**config.mk**
```make
export PLATFORM = sky130hd
export DESIGN_NAME = fetch_exception_sequencer
export DESIGN_NICKNAME = d
export VERILOG_FILES = /design/src/rtl/fetch_exception_sequencer.sv
export SDC_FILE = /design/constraint.sdc
export NUM_CORES = 1
export LEC_CHECK = 0
export BUFFER_PORTS_ARGS = -buffer_cell sky130_fd_sc_hd__buf_2
export CAP_MARGIN = 10
export CORE_AREA = 2 2 69 71
export CTS_CLUSTER_DIAMETER = 100
export CTS_CLUSTER_SIZE = 14
export DETAILED_ROUTE_END_ITERATION = 6
export DIE_AREA = 0 0 71 73
export GPL_TIMING_DRIVEN = 0
export HOLD_SLACK_MARGIN = 0.06
export PLACE_DENSITY = 0.72
export SYNTH_ARGS = -nofsm -noshare
export SYNTH_HDL_FRONTEND = slang
export SYNTH_SLANG_ARGS = --single-unit
```
**constraint.sdc**
```tcl
create_clock -name clock -period 4.23 [get_ports clock]
set_clock_uncertainty 0.05 [all_clocks]
set_input_delay 0.423 -clock clock [delete_from_list [all_inputs] [get_ports clock]]
set_output_delay 0.423 -clock clock [all_outputs]
set_load 0.02 [all_outputs]
```
**src/rtl/fetch_exception_sequencer.sv**
```systemverilog
// Front-end control sequencer: reset, instruction fetch with memory wait states, decode/legality,
// multi-cycle mult/div stalls and the exception path. All other instructions go to the execute FSM.
module fetch_exception_sequencer #(
    parameter int unsigned MEM_WAIT       = 1,
    parameter int unsigned MULTDIV_CYCLES = 32,
    parameter int unsigned SP_INIT        = 227,
    parameter int unsigned VEC_OPCODE     = 253,
    parameter int unsigned VEC_OVF        = 254,
    parameter int unsigned VEC_DIV0       = 255
) (
    input  logic        clock,
    input  logic        RESET_in,
    input  logic [5:0]  opcode,
    input  logic [5:0]  funct,
    input  logic        overflow,
    input  logic        div_zero,
    input  logic        exec_done,
    output logic        RESET_out,
    output logic        sp_write,
    output logic [31:0] sp_init,
    output logic        MemRead,
    output logic        IorD,
    output logic        IRwrite,
    output logic        PCwrite,
    output logic [1:0]  pc_src,
    output logic        EPCwrite,
    output logic [31:0] exc_addr,
    output logic [1:0]  exc_cause,
    output logic        MultOp,
    output logic        DivOp,
    output logic        exec_start,
    output logic        halted
);

    localparam int unsigned CNT_MAX = (MEM_WAIT > MULTDIV_CYCLES) ? MEM_WAIT : MULTDIV_CYCLES;
    localparam int unsigned CW      = $clog2(CNT_MAX + 1);

    localparam logic [CW-1:0] MEM_LAST = CW'(MEM_WAIT);
    localparam logic [CW-1:0] MD_LAST  = CW'(MULTDIV_CYCLES - 1);
    localparam logic [CW-1:0] CNT_SAT  = {CW{1'b1}};

    localparam logic [3:0] S_RESET    = 4'd0;
    localparam logic [3:0] S_RESET_SP = 4'd1;
    localparam logic [3:0] S_FETCH    = 4'd2;
    localparam logic [3:0] S_IR_WRITE = 4'd3;
    localparam logic [3:0] S_DECODE   = 4'd4;
    localparam logic [3:0] S_MULDIV   = 4'd5;
    localparam logic [3:0] S_EXEC     = 4'd6;
    localparam logic [3:0] S_EXC_SAVE = 4'd7;
    localparam logic [3:0] S_EXC_READ = 4'd8;
    localparam logic [3:0] S_EXC_LOAD = 4'd9;
    localparam logic [3:0] S_BREAK    = 4'd10;

    localparam logic [1:0] CAUSE_OPCODE = 2'd0;
    localparam logic [1:0] CAUSE_OVF    = 2'd1;
    localparam logic [1:0] CAUSE_DIV0   = 2'd2;

    localparam logic [5:0] FN_BREAK = 6'h0d;
    localparam logic [5:0] FN_MULT  = 6'h18;
    localparam logic [5:0] FN_DIV   = 6'h1a;

    logic [3:0]    state;
    logic [3:0]    state_next;
    logic [CW-1:0] cnt;
    logic [1:0]    cause_next;
    logic          is_div;
    logic          is_div_next;

    function automatic logic op_legal(input logic [5:0] op);
        case (op)
            6'h00, 6'h02, 6'h03, 6'h04, 6'h05, 6'h06, 6'h07, 6'h08, 6'h09,
            6'h0a, 6'h0f, 6'h20, 6'h21, 6'h23, 6'h28, 6'h29, 6'h2b: return 1'b1;
            default: return 1'b0;
        endcase
    endfunction

    function automatic logic fn_legal(input logic [5:0] fn);
        case (fn)
            6'h00, 6'h02, 6'h03, 6'h04, 6'h05, 6'h06, 6'h07, 6'h08, 6'h0d,
            6'h10, 6'h12, 6'h13, 6'h18, 6'h1a, 6'h20, 6'h22, 6'h24, 6'h2a: return 1'b1;
            default: return 1'b0;
        endcase
    endfunction

    // State register; the counter restarts on every state change and saturates otherwise.
    always_ff @(posedge clock) begin
        if (RESET_in) begin
            state     <= S_RESET;
            cnt       <= '0;
            exc_cause <= CAUSE_OPCODE;
            is_div    <= 1'b0;
        end else begin
            state     <= state_next;
            exc_cause <= cause_next;
            is_div    <= is_div_next;
            if (state_next != state)
                cnt <= '0;
            else if (cnt != CNT_SAT)
                cnt <= cnt + CW'(1);
        end
    end

    // Next-state logic, including the latched exception cause and mult/div selection.
    always_comb begin
        state_next  = state;
        cause_next  = exc_cause;
        is_div_next = is_div;
        case (state)
            S_RESET:    state_next = S_RESET_SP;
            S_RESET_SP: state_next = S_FETCH;
            S_FETCH:    if (cnt == MEM_LAST) state_next = S_IR_WRITE;
            S_IR_WRITE: state_next = S_DECODE;
            S_DECODE: begin
                if (!op_legal(opcode) || (opcode == 6'h00 && !fn_legal(funct))) begin
                    state_next = S_EXC_SAVE;
                    cause_next = CAUSE_OPCODE;
                end else if (opcode == 6'h00 && funct == FN_BREAK) begin
                    state_next = S_BREAK;
                end else if (opcode == 6'h00 && (funct == FN_MULT || funct == FN_DIV)) begin
                    state_next  = S_MULDIV;
                    is_div_next = (funct == FN_DIV);
                end else begin
                    state_next = S_EXEC;
                end
            end
            S_MULDIV: begin
                if (cnt == '0 && is_div && div_zero) begin
                    state_next = S_EXC_SAVE;
                    cause_next = CAUSE_DIV0;
                end else if (cnt == MD_LAST) begin
                    state_next = S_FETCH;
                end
            end
            S_EXEC: begin
                if (exec_done) begin
                    if (overflow) begin
                        state_next = S_EXC_SAVE;
                        cause_next = CAUSE_OVF;
                    end else begin
                        state_next = S_FETCH;
                    end
                end
            end
            S_EXC_SAVE: state_next = S_EXC_READ;
            S_EXC_READ: if (cnt == MEM_LAST) state_next = S_EXC_LOAD;
            S_EXC_LOAD: state_next = S_FETCH;
            S_BREAK:    state_next = S_BREAK;
            default:    state_next = S_RESET;
        endcase
    end

    // Moore output decode from state and counter.
    always_comb begin
        RESET_out  = 1'b0;
        sp_write   = 1'b0;
        MemRead    = 1'b0;
        IorD       = 1'b0;
        IRwrite    = 1'b0;
        PCwrite    = 1'b0;
        pc_src     = 2'd0;
        EPCwrite   = 1'b0;
        MultOp     = 1'b0;
        DivOp      = 1'b0;
        exec_start = 1'b0;
        halted     = 1'b0;
        case (state)
            S_RESET:    RESET_out = 1'b1;
            S_RESET_SP: sp_write  = 1'b1;
            S_FETCH: begin
                MemRead = 1'b1;
                PCwrite = (cnt == MEM_LAST);
            end
            S_IR_WRITE: IRwrite = 1'b1;
            S_MULDIV: begin
                MultOp = (cnt == '0) && !is_div;
                DivOp  = (cnt == '0) && is_div;
            end
            S_EXEC:     exec_start = (cnt == '0);
            S_EXC_SAVE: EPCwrite   = 1'b1;
            S_EXC_READ: begin
                MemRead = 1'b1;
                IorD    = 1'b1;
            end
            S_EXC_LOAD: begin
                PCwrite = 1'b1;
                pc_src  = 2'd1;
            end
            S_BREAK:    halted = 1'b1;
            default:    ;
        endcase
    end

    always_comb begin
        case (exc_cause)
            CAUSE_OPCODE: exc_addr = 32'(VEC_OPCODE);
            CAUSE_OVF:    exc_addr = 32'(VEC_OVF);
            default:      exc_addr = 32'(VEC_DIV0);
        endcase
    end

    assign sp_init = 32'(SP_INIT);

endmodule

```
==> flow_summary.ini <==
[place]
io_buffers = 32
detailedPlacementHpwl_um = 3230
place_ws_ns = 1.76
place.gp.congestion = 0.878
place_area_um2 = 2190

[die]
die_y_um = 73
core_um2 = 4540
start_util_pct = 38.3
die_area_um2 = 5180
rows = 25
ios = 96
die_w_um = 71

[critical_path]
worst_ep_arrival_time_ns = 2.08
worst_r2r_path_depth = 6
startpoint_type = register
reg2reg_slack_ns = 1.87
crit_buf_inv = 2
crit_type = reg -> out
crit_slowest_cell = nor4_1
reg2reg_to = cnt[3]
critPathMaxFanout = 10
cp-end-kind = output pin
cp_top_family = simple AND/OR/NAND/NOR gates
required_ns = 3.76
path_cells = clkbuf_1 > nor4_1 > nand3_1 > nor2_1 > buf_2
rr_startpoint = cnt[0]
crit_path_max_incr_delay_ns = 0.77

[clock_tree]
tritoncts = done
root_buffer = clkbuf_8
htreeDepth = 1
clk_path_buf_depth = 2
clk_pin_slew_ns = 0.06
post_cts_buffers = 0
post_cts_resized = 0
numCtsBuffers = 3
clock_sinks = 13
clock_latency_ns = 0.25
cts_hold_repair.buffers = 0

[timing]
rsz0062_at_grt = false
worstMarginPinSlew_ns = 0.881
fin_ws_ns = 1.68
hold_viol_final = 0
setup_tns_ns = 0
max-slew-margin-rel_pct = 40.7
fmax_mhz = 392
period_share_pct = 60.3
slew_viol_final = 0
setup_viol = 0
period_needed_ns = 2.55

[worst_hold_path]
worstHoldStart = RESET_in
worstHoldPathCells = 2
hp-class = in -> reg
whs_endpoint = is_div

[finish]
diodes = 0
areaGrowthSynthToFinish_pct = 28.9
drive_gt1_share_pct = 32.6
finish.instance_area_um2 = 2240
final_nets = 358

[synth]
yosysSeqAreaShare_pct = 15.0
netlist_area_um2 = 1740
synth_warnings = 0
synth_largest_area_cell = buf_4
synth.avg_cell_area_um2 = 7.23
yosys_register_bits = 13
yosysTopAreaCellShare_pct = 27.3
ys_types = 52
syn-instance-count = 240
postSynth.asyncResetShare_pct = 0
synth_ff_type = dfxtp_1
ys_top_cells_by_area = buf_4 27%, dfxtp_1 15%, nor2_1 4.3%
synth_edf_count = 0

[routing]
wl_um = 3870
vias = 1743
routed_via_density = 4.46
routedWlPerCell_um = 9.89
drc_errors = 0
final_antenna_net_count = 0
drt_iter0_drc = 98
drtPass1Iterations = 4

[power_and_ir_drop]
power_w = 0.000742
leakagePower_nw = 1.13
power-per-cell-area_nw_per_um2 = 332
max-vdd-ir-drop_v = 0.000220

[outcome]
status = complete, no violations

[global_routing]
antenna_found_initial = 0
first_global_vias = 1438
track_usage_pct = 14.9
grt_pass1_wl_um = 6200
grt-ovfl-total = 0
grt_max_degree = 11

[job]
drv_cap = 0
[how the worst max path moves through the flow]
stage	startpoint	endpoint	slack [ns]	cells past startpoint
2_1_floorplan	opcode[1]	cnt[1]	2.02	5
3_3_place_gp	opcode[1]	cnt[4]	1.75	6
3_5_place_dp	opcode[1]	cnt[4]	1.76	6
4_1_cts	cnt[3]	MultOp	1.70	5
5_1_grt	cnt[5]	MultOp	1.45	5
6_report	cnt[5]	MultOp	1.68	5
[layout by cell type, fill, tap and decap left out, drive strengths merged, types with 2 or more instances in the layout]
cell type   n
o311ai      2
xnor2       4
nor4        4
nor2b       4
and2        3
a21oi      12
nand3       5
inv         7
or4b        2
nor2       20
nand2b      7
nand2      18
ha          3
clkbuf     12
nand4       3
dfxtp      13
conb       63
nor3       12
and4        2
or2         2
o21ai      11
and3        2
or4         3
o221ai      2
o2111ai     3
a31oi       5
buf        96
[cell families (layout without fill, tap and decap cells)]
group           count (synthesis)  in the layout  share of synthesized area [%]
simple gates                   93             93                           29.8
buf+inv                        79            115                           30.7
compound gates                 45             45                           19.3
flops                          13             13                           15.0
xor+xnor                        4              4                           2.02
fa+ha+maj                       3              3                           2.16
other cells                     2             63                          0.433
mux                             1              1                          0.577
[per-stage QoR]
stage	std cells	utilization (%)	hold slack, ns
after floorplan	301	-	0.431
after CTS	391	49.3	0.378
after detailed placement	387	48.3	0.430
after global placement	387	48.3	0.420
after global routing	391	49.3	0.378
final	391	49.3	0.374
[registers in the layout, summed over array words and instances, names as in the netlist]
register	cells
cnt	6
exc_cause	2
is_div	1
state	4
[layout make-up]
type	count	area [um2]
tap	54	67.6
sequential	13	260
inverter	7	26.3
multi-input combinational	209	1170
fill	479	2300
timing repair buffer	32	160
buffer	72	507
clock buffer	4	45.0
[synthesized netlist by cell type (2+ instances only)]
cell,number
clkbuf_1,8
nor4_1,4
nor2b_1,4
and4_1,2
inv_1,7
nand2_1,18
or2_2,2
nand3_1,5
buf_4,63
o2111ai_1,3
and2_1,2
or4b_4,2
xnor2_1,4
nor3_1,12
and3_1,2
a31oi_1,4
nand4_1,3
dfxtp_1,13
conb_1,2
ha_1,3
o221ai_1,2
nand2b_1,7
or4_1,2
a21oi_1,11
nor2_1,20
o21ai_0,5
o21ai_1,5
[report_power, final]
| part | total, W | switching [W] | internal (W) |
|---|---|---|---|
| sequential | 0.000161 | 0.0000214 | 0.000140 |
| combinational | 0.000465 | 0.000298 | 0.000167 |
| clock | 0.000115 | 0.0000485 | 0.0000668 |
[per-layer routing]
layer  track usage, %  vias to the layer above  routed length (um)
met3             3.18                        4                 301
met4             4.61                        0                  35
li1                 -                      916                   -
met2             27.2                       60                2010
met1             17.4                      763                1520
met5                0                        -                   0
No activity file was read; power rests on OpenSTA's default activity.
